[src/rtl/pipe_pkg.sv]
// Shared pipeline definitions: stage occupancy states and reset constants.
package pipe_pkg;
  typedef enum logic [1:0] {
    EMPTY = 2'd0,
    ONE   = 2'd1,
    FULL  = 2'd2
  } state_e;

  localparam logic [31:0] RST_PC_DEF = 32'h0000_3000;
  localparam logic [31:0] NOP_INSTR  = 32'h0000_0000;
endpackage

[src/rtl/pipe_skid_entry.sv]
// Single payload register with load enable and synchronous clear.
module pipe_skid_entry #(
  parameter int W = 8
) (
  input  logic         clk,
  input  logic         clr_i,
  input  logic         ld_i,
  input  logic [W-1:0] d_i,
  output logic [W-1:0] q_o
);
  logic [W-1:0] q_q;

  always_ff @(posedge clk) begin
    if (clr_i)
      q_q <= '0;
    else if (ld_i)
      q_q <= d_i;
  end

  assign q_o = q_q;
endmodule

[src/rtl/pipe_stage_reg.sv]
// Pipeline stage register: main entry plus one skid entry, flush,
// and a saturating backpressure stall counter.
module pipe_stage_reg
  import pipe_pkg::*;
#(
  parameter int          DATA_W = 96,
  parameter logic [31:0] RST_PC = RST_PC_DEF,
  parameter int          CNT_W  = 16
) (
  input  logic              clk,
  input  logic              reset,
  input  logic              in_valid,
  output logic              in_ready,
  input  logic [31:0]       in_pc,
  input  logic [31:0]       in_instr,
  input  logic [DATA_W-1:0] in_data,
  input  logic              flush,
  output logic              out_valid,
  input  logic              out_ready,
  output logic [31:0]       out_pc,
  output logic [31:0]       out_instr,
  output logic [DATA_W-1:0] out_data,
  output logic [1:0]        occupancy,
  output logic [CNT_W-1:0]  stall_cnt
);
  localparam int BW = 64 + DATA_W;

  state_e             state_q, state_d;
  logic [31:0]        pc_q, pc_d;
  logic [31:0]        instr_q, instr_d;
  logic [DATA_W-1:0]  data_q, data_d;
  logic [CNT_W-1:0]   cnt_q;
  logic               in_fire, out_fire;
  logic               sk_ld;
  logic [BW-1:0]      sk_d, sk_q;

  assign in_fire  = in_valid & in_ready;
  assign out_fire = out_valid & out_ready;
  assign sk_d     = {in_pc, in_instr, in_data};

  pipe_skid_entry #(.W(BW)) u_skid (
    .clk   (clk),
    .clr_i (reset),
    .ld_i  (sk_ld),
    .d_i   (sk_d),
    .q_o   (sk_q)
  );

  always_ff @(posedge clk) begin
    if (reset) begin
      state_q <= EMPTY;
      pc_q    <= RST_PC;
      instr_q <= NOP_INSTR;
      data_q  <= '0;
    end else begin
      state_q <= state_d;
      pc_q    <= pc_d;
      instr_q <= instr_d;
      data_q  <= data_d;
    end
  end

  always_comb begin
    state_d = state_q;
    pc_d    = pc_q;
    instr_d = instr_q;
    data_d  = data_q;
    sk_ld   = 1'b0;
    if (flush) begin
      state_d = EMPTY;
      instr_d = NOP_INSTR;
      data_d  = '0;
    end else begin
      case (state_q)
        EMPTY: begin
          if (in_fire) begin
            state_d = ONE;
            pc_d    = in_pc;
            instr_d = in_instr;
            data_d  = in_data;
          end
        end
        ONE: begin
          if (in_fire && out_fire) begin
            pc_d    = in_pc;
            instr_d = in_instr;
            data_d  = in_data;
          end else if (in_fire) begin
            state_d = FULL;
            sk_ld   = 1'b1;
          end else if (out_fire) begin
            state_d = EMPTY;
            instr_d = NOP_INSTR;
            data_d  = '0;
          end
        end
        FULL: begin
          if (out_fire) begin
            state_d = ONE;
            pc_d    = sk_q[BW-1 -: 32];
            instr_d = sk_q[DATA_W+31 -: 32];
            data_d  = sk_q[DATA_W-1:0];
          end
        end
        default: state_d = EMPTY;
      endcase
    end
  end

  always_comb begin
    in_ready  = (state_q != FULL) & ~reset;
    out_valid = (state_q != EMPTY);
    occupancy = state_q;
  end

  // Saturates rather than wraps; flush leaves it alone.
  always_ff @(posedge clk) begin
    if (reset)
      cnt_q <= '0;
    else if (out_valid && !out_ready && cnt_q != '1)
      cnt_q <= cnt_q + 1'b1;
  end

  assign out_pc    = pc_q;
  assign out_instr = instr_q;
  assign out_data  = data_q;
  assign stall_cnt = cnt_q;
endmodule

[config.mk]
export PLATFORM = sky130hd
export DESIGN_NAME = pipe_stage_reg
export DESIGN_NICKNAME = d
export VERILOG_FILES = /design/src/rtl/pipe_pkg.sv /design/src/rtl/pipe_skid_entry.sv /design/src/rtl/pipe_stage_reg.sv
export SDC_FILE = /design/constraint.sdc
export NUM_CORES = 1
export LEC_CHECK = 0
export BUFFER_PORTS_ARGS = -buffer_cell sky130_fd_sc_hd__buf_4
export CAP_MARGIN = 10
export CORE_ASPECT_RATIO = 0.7
export CORE_MARGIN = 2
export CORE_UTILIZATION = 40
export CTS_CLUSTER_SIZE = 30
export DETAILED_ROUTE_END_ITERATION = 8
export SYNTH_ARGS = -nofsm -noshare
export SYNTH_HDL_FRONTEND = slang
export SYNTH_HIERARCHICAL = 1
export SYNTH_SLANG_ARGS = --single-unit
[constraint.sdc]
create_clock -name clk -period 2 [get_ports clk]
set_input_delay 0.4 -clock clk [delete_from_list [all_inputs] [get_ports clk]]
set_output_delay 0.4 -clock clk [all_outputs]
set_load 0.02 [all_outputs]
# == Yosys cells after proc, flatten, opt, wreduce, memory -nomap -nowiden ==
# Cells that the tools add are included.
# word_totals
in_bits,165
ff_bits,338
# op_classes
add_sub_neg,1
n_eq_ne,11
n_bitwise,5
reduce_logical,11
n_mux,26
# op_table
cell,n
2-to-1 mux 96 bit,5
case mux 96 bit (3 select lines),1
2-to-1 mux 32 bit,8
case mux 32 bit (3 select lines),2
"adder 16 x 1 -> 16 bit, second input constant",1
"inequality test 16 bit, second input constant",1
2-to-1 mux 2 bit,5
"inequality test 2 bit, second input constant",5
AND reduction 5 bit,2
"inequality test 3 bit, second input constant",3
case mux 2 bit (3 select lines),1
2-to-1 mux 1 bit,4
AND reduction 4 bit,1
AND 1 bit,3
logical AND 1 bit,3
nonzero test 3 bit,1
"== test 2 x 1 -> 1 bit, second input constant",1
"== test 2 bit, second input constant",1
logical NOT 2 bit,1
NOT 1 bit,2
nonzero test 2 bit,1
OR reduction 2 bit,1
logical NOT 1 bit,1

# == Longest topological paths before layout ==
# Gate-level depths: netlist of the first run.
# logic_depth
word_depth,7
ltp_mapped,10
mapped_depth_nobuf,6

# == By module ==
# The synthesis of the first run kept the hierarchy.
# by_module_without_submodules
module,area_each_um2,seq_area_each_um2,n_inst,cells_each
pipe_stage_reg,9351.5,3563.4,1,874
pipe_skid_entry,5693.0,3203.1,1,516

# == Least setup slack after synthesis of the first run ==
# No wires, ideal clock.
# synth_timing
path_type,register to register
from,"register state_q[0], in the netlist occupancy[0]"
to,"register u_skid.q_q[100], in the netlist u_skid/q_o[100]"
required_ps,1872
period_less_slack_ps,2292
setup_slack_ps,-292
setup_time_ps,128
path_buffers,3
path_stages_with_launch,10
arrival_time_ps,2164
cell_sequence,dfxtp_1 -> inv_1 -> ha_1 -> or3b_4 -> nor4_1 -> buf_4 -> buf_8 -> buf_8 -> mux2i_1 -> nor2_1
# synth_between
elab_chain_cells,7
# synth_lines
element,line_no,text
"start, declared",pipe_stage_reg.sv:28,"state_e state_q, state_d;"
"start signal, assigned",pipe_stage_reg.sv:56,state_q <= state_d;
inequality test 2 bit,pipe_stage_reg.sv:111,in_ready = (state_q != FULL) & ~reset;
AND 1 bit,pipe_stage_reg.sv:111,
AND 1 bit,pipe_stage_reg.sv:37,assign in_fire = in_valid & in_ready;
2-to-1 mux 1 bit or logical AND 1 bit (tied branches),"pipe_stage_reg.sv:88, pipe_stage_reg.sv:84",
2-to-1 mux 1 bit,pipe_stage_reg.sv:84,if (in_fire && out_fire) begin
2-to-1 mux 1 bit *,pipe_stage_reg.sv:74,case (state_q)
2-to-1 mux 1 bit *,pipe_stage_reg.sv:69,if (flush) begin
via sk_ld,pipe_stage_reg.sv:34,logic sk_ld;
"end signal, assigned",pipe_skid_entry.sv:17,q_q <= d_i;
"end, declared",pipe_skid_entry.sv:11,logic [W-1:0] q_q;
# The timed path passes the listed nets; every way through them passes the cells marked *.
# A chain may end at the register's enable or synchronous reset.

# == Final worst setup path of the first run ==
# layout_timing
from,"register state_q[0], in the netlist occupancy[0]"
to,"register u_skid.q_q[129], in the netlist u_skid/q_o[129]"
# The elaborated chain is that of the path after synthesis.

==> impl_metrics.ini, run 1 <==
[sta]
finalHoldViolCount = 0
setup_viol = 283
relSlewSlack = 0.579
fmax_mhz = 461
tightest_slew_ns = 0.632
setup_slack_ns = -0.168
finClkSkew_ns = 0.0232
finalMaxSlewViolations = 0
final.setup.tns_ns = -27.40
fin_crit_sh = 1.08
post-route-min-period_ns = 2.17
rsz0062_at_grt = yes

[floorplan]
initial_core_util = 0.405
die_area_mm2 = 0.0392
row_count = 59
fp.coreArea_mm2 = 0.0371
die_w_um = 236
io_pins = 345
fp.dieH_um = 166

[worst_hold_path]
hold_path.class = in -> reg
min_from = in_pc[11]
hold_depth = 3
hold_path_end = u_skid/q_o[139]

[power]
max-vdd-ir-drop_uv = 461
power.leakage_uw = 0.00775
pwr_density_cell_mw_per_mm2 = 813

[drt]
drc = 0
drt-wirelength-per-cell_um = 19.7
drt_iter0_markers = 732
drtPass1Iterations = 5
via_per_inst = 5.36
ant_nets = 0
wl_um = 44800
num_vias = 12200

[synthesis]
syn_area_mm2 = 0.0150
synth-main-ff-cell = dfxtp_1
syn_avg_cell_area_um2 = 10.8
ys_top_cells_by_count = dfxtp_1, nor2_1, mux2i_1
synth_top_area_frac = 0.450
ys_seq_elements = 338
syn_inst = 1390
yosysMostFrequentCell = dfxtp_1
ys_warn_count = 6
synth_top_area_cell = dfxtp_1
synth-edff-count = 0
synthesis.nets = 1560
synth-seq-area-share = 0.450
synth.area.top_cells = dfxtp_1, mux2i_1, a221oi_2, nor3_2, nor2_1
synth_cell_types = 49
synth-async-reset-ratio = 0

[outcome]
violations = setup timing
status = finished with violations

[worst_setup_path]
r2r_start = occupancy[0]
crit_arrival_ns = 2.55
path_max_fanout = 7
crit_family = buffers and inverters
worstReg2RegEnd = u_skid/q_o[129]
reg2reg_slack_ns = -0.17
endpoint_kind = flip-flop
crit_buf_inv = 6
worst-r2r-cell-count = 11
path_class = reg -> reg
crit_path_max_incr_delay_ns = 0.35
crit_required_ns = 2.39
cp-start-kind = flip-flop
slowest_stage = dfxtp_4
path_cells = inv_4, buf_4, ha_4, nor2b_4, buf_4, nor4_4, buf_6, buf_12, buf_12, mux2i_2, nor2_1

[cts]
clock_latency_ns = 0.53
cts_root_buffer = clkbuf_16
h-tree-depth = 2
cts_tree = yes
cts_inserted_buffers = 36
clock_path_buffers = 3
postCtsHoldBufs = 0
clk_pin_slew_ns = 0.06
clock-sinks = 338

[cells_and_area]
final_util = 0.556
finalNonFillerCells = 2276
fin_nets = 1930
antenna_cells = 0
drive_gt1_frac = 0.445
area_delta_synth_final_pct = 37.4
fillCellCount = 3304

[flow_run]
max-cap-violations = 0

[place]
gp_congestion = 0.798
port_buffers = 344
dp_hpwl_um = 28100
place_inst = 2172

[grt]
grt_pass1_vias = 12100
antenna_found_initial = 0
grt_max_degree = 107
overflow = 0
track_usage = 0.217
grt_pass1_wl_um = 69100
-- layout by cell type, fill, tap and decap left out, drive strengths merged, types with 2 or more instances in the layout --
cell	n
and2	2
bufinv	2
nor3	129
ha	5
a21oi	45
nor4	4
clkinv	5
a221oi	128
nor2b	4
nand2	7
nand2b	2
or2	2
a211oi	31
or4	7
o311ai	3
nor2	299
inv	12
o31ai	9
buf	454
o21ai	7
or3	4
clkbuf	64
nand4	6
nor3b	2
mux2i	192
o41ai	2
and3	3
dfxtp	338
nand3	5
-- sequential cells by signal (all words and copies together), names as in the netlist --
signal and flops:
occupancy 2, out_data 96, out_instr 32, out_pc 32, stall_cnt 16, u_skid/q_o 160
-- per-stage QoR --
stage	power, µW	instance area, µm²	setup slack (ns)	hold slack, ns
after floorplan	8890	15100	-0.0629	0.460
after global placement	9940	18300	-0.132	0.472
after detailed placement	9970	18300	-0.165	0.483
after CTS	16900	20200	-0.152	0.0908
after global routing	17500	20700	-0.262	0.111
final	16800	20700	-0.168	0.117
-- power by group --
group	switching [µW]	internal, µW
logic	1670	1300
registers	148	6960
clock network	2800	3930
-- repair_timing --
action,CTS,global route
gates resized for setup,63,36
gates cloned,11,8
endpoints found under the setup margin,325,334
pin swaps,42,14
buffers inserted,14,6
-- metal layers --
metal / share of wire / GRT usage / wire [µm]
met4: 0.014 / 0.0432 / 617
met1: 0.47 / 0.300 / 20900
met3: 0.065 / 0.0568 / 2890
met2: 0.46 / 0.342 / 20500
met5: 0 / 0 / 0
-- cell families (layout without fill, tap and decap cells) --
kind of cell,after synthesis,after routing,synth area share
buf+inv,140,538,0.0679
fa+ha+maj,5,5,0.00416
mux,193,193,0.128
flops,338,338,0.450
compound gates,234,234,0.171
simple gates,480,480,0.179
-- cell type report --
class                      count  area, µm²  share of cell area
timing repair buffer         463       4470               0.216
inverter                       9       38.8             0.00188
clock buffer                  56       1060              0.0512
tap                          488        611              0.0295
multi-input combinational    912       7610               0.368
clock inverter                10        111             0.00539
sequential                   338       6770               0.328
-- worst reg2reg max path, delay by kind of cell, from the launching register on --
family        cells  cell delay [ns]
mux               1             0.22
simple gates      3             0.41
fa+ha+maj         1             0.18
buf+inv           6             0.88
flops             1             0.35
-- worst max path at each step --
| stage | to | start | cells after the start |
|---|---|---|---|
| 6_report | u_skid/q_o[129] | occupancy[0] | 11 |
| 2_1_floorplan | u_skid/q_o[100] | occupancy[0] | 9 |
| 3_3_place_gp | u_skid/q_o[149] | reset | 7 |
| 3_5_place_dp | u_skid/q_o[8] | reset | 7 |
| 4_1_cts | u_skid/q_o[0] | occupancy[0] | 9 |
| 5_1_grt | out_data[67] | occupancy[0] | 9 |
Note: power is estimated with default switching activity, not from simulation.
==> inputs of run 2 (changes only) <==
Clock period 2 ns to 2.7 ns, I/O delays scaled along.
==> run 2 against run 1 <==
- the flow now finishes without violations
- via count is 4.1% lower
- non-clock buffer count decreased by 66
- flip-flop and latch count stayed put
- sequential share of layout area grew 2.2 points
- core utilization is 3.5 points lower
- sequential power shrank 26%
- register-to-register slack improved by 0.33 ns
- routed wire length is 6.8% lower
- cell count fell by 2.8%
- fmax shrank 14%
- largest cell class unchanged
==> impl_metrics.ini, run 2 (synthesis results as in run 1) <==
[sta]
finClkSkew_ns = 0.00876
rsz0062_at_grt = no
post-route-min-period_ns = 2.53
fin_crit_sh = 0.939
fmax_mhz = 395
tightest_slew_ns = 0.908
finalMaxSlewViolations = 0
relSlewSlack = 0.395
finalHoldViolCount = 0
setup_viol = 0
final.setup.tns_ns = 0

[cts]
clk_pin_slew_ns = 0.06
cts_tree = yes
clock_path_buffers = 3
cts_root_buffer = clkbuf_16
clock_latency_ns = 0.51
postCtsHoldBufs = 0
clock-sinks = 338
h-tree-depth = 2
cts_inserted_buffers = 37

[worst_setup_path]
path_class = reg -> reg
worstReg2RegEnd = u_skid/q_o[89]
crit_arrival_ns = 2.91
cp-start-kind = flip-flop
reg2reg_slack_ns = 0.17
crit_required_ns = 3.07
r2r_start = occupancy[0]
path_max_fanout = 31
endpoint_kind = flip-flop
worst-r2r-cell-count = 8

[power]
power.leakage_uw = 0.00724
max-vdd-ir-drop_uv = 416
pwr_density_cell_mw_per_mm2 = 646

[grt]
grt_pass1_wl_um = 65400
antenna_found_initial = 3
grt_pass1_vias = 11500
grt_max_degree = 84
track_usage = 0.204
overflow = 0

[outcome]
status = finished, final reports clean

[flow_run]
max-cap-violations = 0

[cells_and_area]
final_cell_mix = buf_4, dfxtp_1, nor2_1
final_util = 0.521
finalNonFillerCells = 2213
largest_reg_flops = 160
fin_nets = 1866
drive_gt1_frac = 0.415
area_delta_synth_final_pct = 28.7
fillCellCount = 3327
final_common_cell = buf_4

[drt]
via_per_inst = 5.28
wl_um = 41800
drc = 0
num_vias = 11700
drt_iter0_markers = 762
drtPass1Iterations = 4
drt-wirelength-per-cell_um = 18.9
ant_nets = 0

[worst_hold_path]
hold_depth = 3
hold_path_end = u_skid/q_o[10]
hold_path.class = in -> reg
min_from = in_data[10]

[floorplan]
initial_core_util = 0.405
die_w_um = 236
io_pins = 345
fp.dieH_um = 166
die_area_mm2 = 0.0392
row_count = 59
fp.coreArea_mm2 = 0.0371

[place]
dp_hpwl_um = 27200
gp_congestion = 0.776
port_buffers = 344
place_inst = 2144
==> run 2: metrics by stage <==
| step | area, µm² | worst slack [ns] | hold WS, ns | power (µW) |
|---|---|---|---|---|
| 3_5_place_dp | 18100 | 0.208 | 0.480 | 7360 |
| 4_1_cts | 19300 | 0.0824 | 0.243 | 12700 |
| 2_1_floorplan | 15000 | 0.408 | 0.460 | 6590 |
| 6_report | 19400 | 0.166 | 0.278 | 12500 |
| 3_3_place_gp | 18100 | 0.281 | 0.473 | 7350 |
| 5_1_grt | 19400 | 0.0415 | 0.249 | 13000 |
==> run 2: critical path, stage by stage, from the launching register on <==
cell and delay [ns]:
dfxtp_1 0.38, inv_1 0.10, ha_2 0.23, or3b_4 0.43, nor4_2 0.38, buf_4 0.28
buf_12 0.25, mux2i_1 0.25, nor2_1 0.06
==> run 2: how the worst max path moves through the flow <==
| stage | start | endpoint | cells past startpoint |
|---|---|---|---|
| 6_report | occupancy[0] | u_skid/q_o[89] | 8 |
| 5_1_grt | occupancy[0] | u_skid/q_o[79] | 8 |
| 4_1_cts | occupancy[1] | in_ready | 4 |
| 3_5_place_dp | occupancy[1] | out_instr[11] | 7 |
| 3_3_place_gp | occupancy[1] | out_instr[12] | 7 |
| 2_1_floorplan | occupancy[0] | u_skid/q_o[100] | 9 |
==> run 2: what timing repair did <==
action / 4_1_cts / 5_1_grt
setup endpoints to repair: 0 / 6
resized for setup: 0 / 2
hold endpoints to repair: 0 / 0
buffers inserted: 0 / 0
==> run 2: metal layers <==
| metal | part of all wire | track usage | wire, µm |
|---|---|---|---|
| met3 | 0.060 | 0.0542 | 2520 |
| met5 | 0 | 0 | 0 |
| met1 | 0.47 | 0.287 | 19600 |
| met4 | 0.017 | 0.0512 | 702 |
| met2 | 0.45 | 0.311 | 19000 |
==> run 2: area by class of cell <==
| cell class | count | area [µm²] | area share |
|---|---|---|---|
| Antenna cell | 3 | 7.51 | 0.000388 |
| Clock buffer | 53 | 1110 | 0.0571 |
| Clock inverter | 12 | 163 | 0.00840 |
| Inverter | 9 | 33.8 | 0.00174 |
| Multi-Input combinational cell | 913 | 7320 | 0.378 |
| Sequential cell | 338 | 6770 | 0.350 |
| Tap cell | 488 | 611 | 0.0315 |
| Timing Repair Buffer | 397 | 3350 | 0.173 |
==> run 2: power by group <==
part / switching [µW] / internal [µW] / leakage [µW]
Sequential: 102 / 5160 / 0.00274
Combinational: 1160 / 831 / 0.00387
Clock: 2030 / 3220 / 0.000631
==> inputs of run 3 (changes only) <==
Settings changed: CORE_ASPECT_RATIO 0.7 to 1.75.
Clock period 2.7 ns to 3 ns, I/O delays scaled along.
==> run 3 against run 2 <==
- clock power down 16%
- flip-flop and latch count unchanged
- non-clock buffer count down 21
- critical path depth down 3
- sequential power down 10%
- register-to-register slack better by 0.22 ns
- worst hold slack better by 0.044 ns
- final area down 2.3%
- critical endpoint is now in_ready
- largest power group unchanged
- largest cell class unchanged
- die area about the same
- clock-buffer cell count down 3
==> impl_metrics.ini, run 3 (synthesis results as in run 1) <==
[sta]
rsz0062_at_grt = no
fin_crit_sh = 0.885
setup_viol = 0
relSlewSlack = 0.296
post-route-min-period_ns = 2.65
fmax_mhz = 377
setup_slack_ns = 0.345
finalMaxSlewViolations = 0
finalHoldViolCount = 0
final.setup.tns_ns = 0
finClkSkew_ns = 0.00737
tightest_slew_ns = 1.06

[grt]
grt_pass1_wl_um = 65700
antenna_found_initial = 5
grt_pass1_vias = 11800
track_usage = 0.208
grt_max_degree = 164
overflow = 0

[power]
power.leakage_uw = 0.00701
p_clk_frac = 0.407
swShare = 0.267
pwr_density_cell_mw_per_mm2 = 574
seqPwrFrac = 0.435
intPower_uw = 7970
total_power_uw = 10900
combPwrFrac = 0.157
max-vdd-ir-drop_uv = 463
p_sw_uw = 2900

[cts]
clock-sinks = 338
cts_root_buffer = clkbuf_16
postCtsSetupRepairBufs = 0
clk_pin_slew_ns = 0.06
h-tree-depth = 2
cts_inserted_buffers = 34
clock_latency_ns = 0.52
cts_tree = yes
cts.repair.resized = 0
postCtsHoldBufs = 0
clock_path_buffers = 3

[drt]
drc = 0
drt_iter0_markers = 383
drt-wirelength-per-cell_um = 19.3
num_vias = 11600
wl_um = 42100
via_per_inst = 5.32
drtPass1Iterations = 5
ant_nets = 0

[cells_and_area]
final_cell_mix = buf_4, dfxtp_1, nor2_1
largest_reg_flops = 160
drive_gt1_frac = 0.402
area_delta_synth_final_pct = 25.7
fin_nets = 1841
final_common_cell = buf_4

[worst_setup_path]
crit_arrival_ns = 2.05
r2r_start = occupancy[0]
critPathLaunch = occupancy[0]
endpoint_kind = primary output
worst-r2r-cell-count = 7
path_class = reg -> out
reg2reg_slack_ns = 0.39
cpMostUsedCell = buf_4
cp-start-kind = flip-flop
slowest_stage = buf_4
path_max_fanout = 36
crit_family = buffers and inverters
crit_path_max_incr_delay_ns = 0.54
cp_num_cells = 5
path_cells = inv_1, ha_2, buf_4, nor2_1, buf_4
crit_buf_inv = 3
worstReg2RegEnd = out_instr[12]
crit_required_ns = 2.40
crit_end = in_ready

[worst_hold_path]
hold_path.class = in -> reg

[floorplan]
row_count = 94
die_w_um = 151
fp.dieH_um = 261
io_pins = 345
initial_core_util = 0.402
die_area_mm2 = 0.0392
fp.coreArea_mm2 = 0.0374

[place]
gp_congestion = 0.788
dp_slack_ns = 0.364
port_buffers = 344
dp_hpwl_um = 27700

[flow_run]
max-cap-violations = 0

[outcome]
status = finished, final reports clean
[run 3: changes by cell type in the layout (fill, tap and decap cells not counted), moves of 2 or more]
cell      delta
buf_12      -12
buf_4        -8
clkbuf_1     +3
clkbuf_8     -6
clkinv_2     -2
diode_2      +2
[run 3: power by group through the flow]
| stage | clock [µW] | combinational (µW) | sequential (µW) |
|---|---|---|---|
| 2_1_floorplan | 0 | 946 | 4980 |
| 3_3_place_gp | 0 | 1720 | 4830 |
| 3_5_place_dp | 0 | 1730 | 4830 |
| 4_1_cts | 4550 | 1740 | 4730 |
| 5_1_grt | 4700 | 1850 | 4750 |
| 6_report | 4430 | 1710 | 4730 |
[run 3: tightest hold or removal path: cells and delay by family]
kind | cells | cell delay [ns]
buffers and inverters | 1 | 0.08
multiplexers | 1 | 0.05
AND/OR/NAND/NOR | 1 | 0.07
[run 3: cell type report]
| cell class | instances | area [µm²] |
|---|---|---|
| well taps | 480 | 601 |
| diodes | 5 | 12.5 |
| clock inverters | 8 | 115 |
| inverters | 9 | 33.8 |
| fillers | 3497 | 18500 |
| repair buffers | 376 | 3040 |
| clock buffers | 50 | 1030 |
| flip-flops and latches | 338 | 6770 |
| multi-input cells | 912 | 7320 |
[run 3: per-layer routing]
layer  GRT usage  part of all wire
met5           0                 0
met2       0.380              0.53
met3      0.0484             0.061
met4      0.0693             0.030
met1       0.236              0.38
[run 3: per-stage QoR]
| stage | util | area [µm²] | hold slack [ns] | instances |
|---|---|---|---|---|
| finish | 0.506 | 18900 | 0.322 | 2178 |
| floorplan | - | 15000 | 0.460 | 1390 |
| global placement | 0.475 | 17800 | 0.472 | 2115 |
| CTS | 0.505 | 18900 | 0.298 | 2173 |
| global route | 0.506 | 18900 | 0.320 | 2178 |
| detailed placement | 0.475 | 17800 | 0.485 | 2115 |
[run 3: how the worst min path moves through the flow]
stage / to / depth (start not counted) / startpoint / slack, ns
floorplan: u_skid/q_o[128] / 2 / u_skid/q_o[128] / 0.46
global placement: u_skid/q_o[155] / 2 / u_skid/q_o[155] / 0.47
detailed placement: u_skid/q_o[155] / 2 / u_skid/q_o[155] / 0.48
CTS: u_skid/q_o[136] / 3 / in_pc[8] / 0.30
global route: u_skid/q_o[24] / 3 / in_data[24] / 0.32
finish: u_skid/q_o[136] / 3 / in_pc[8] / 0.32
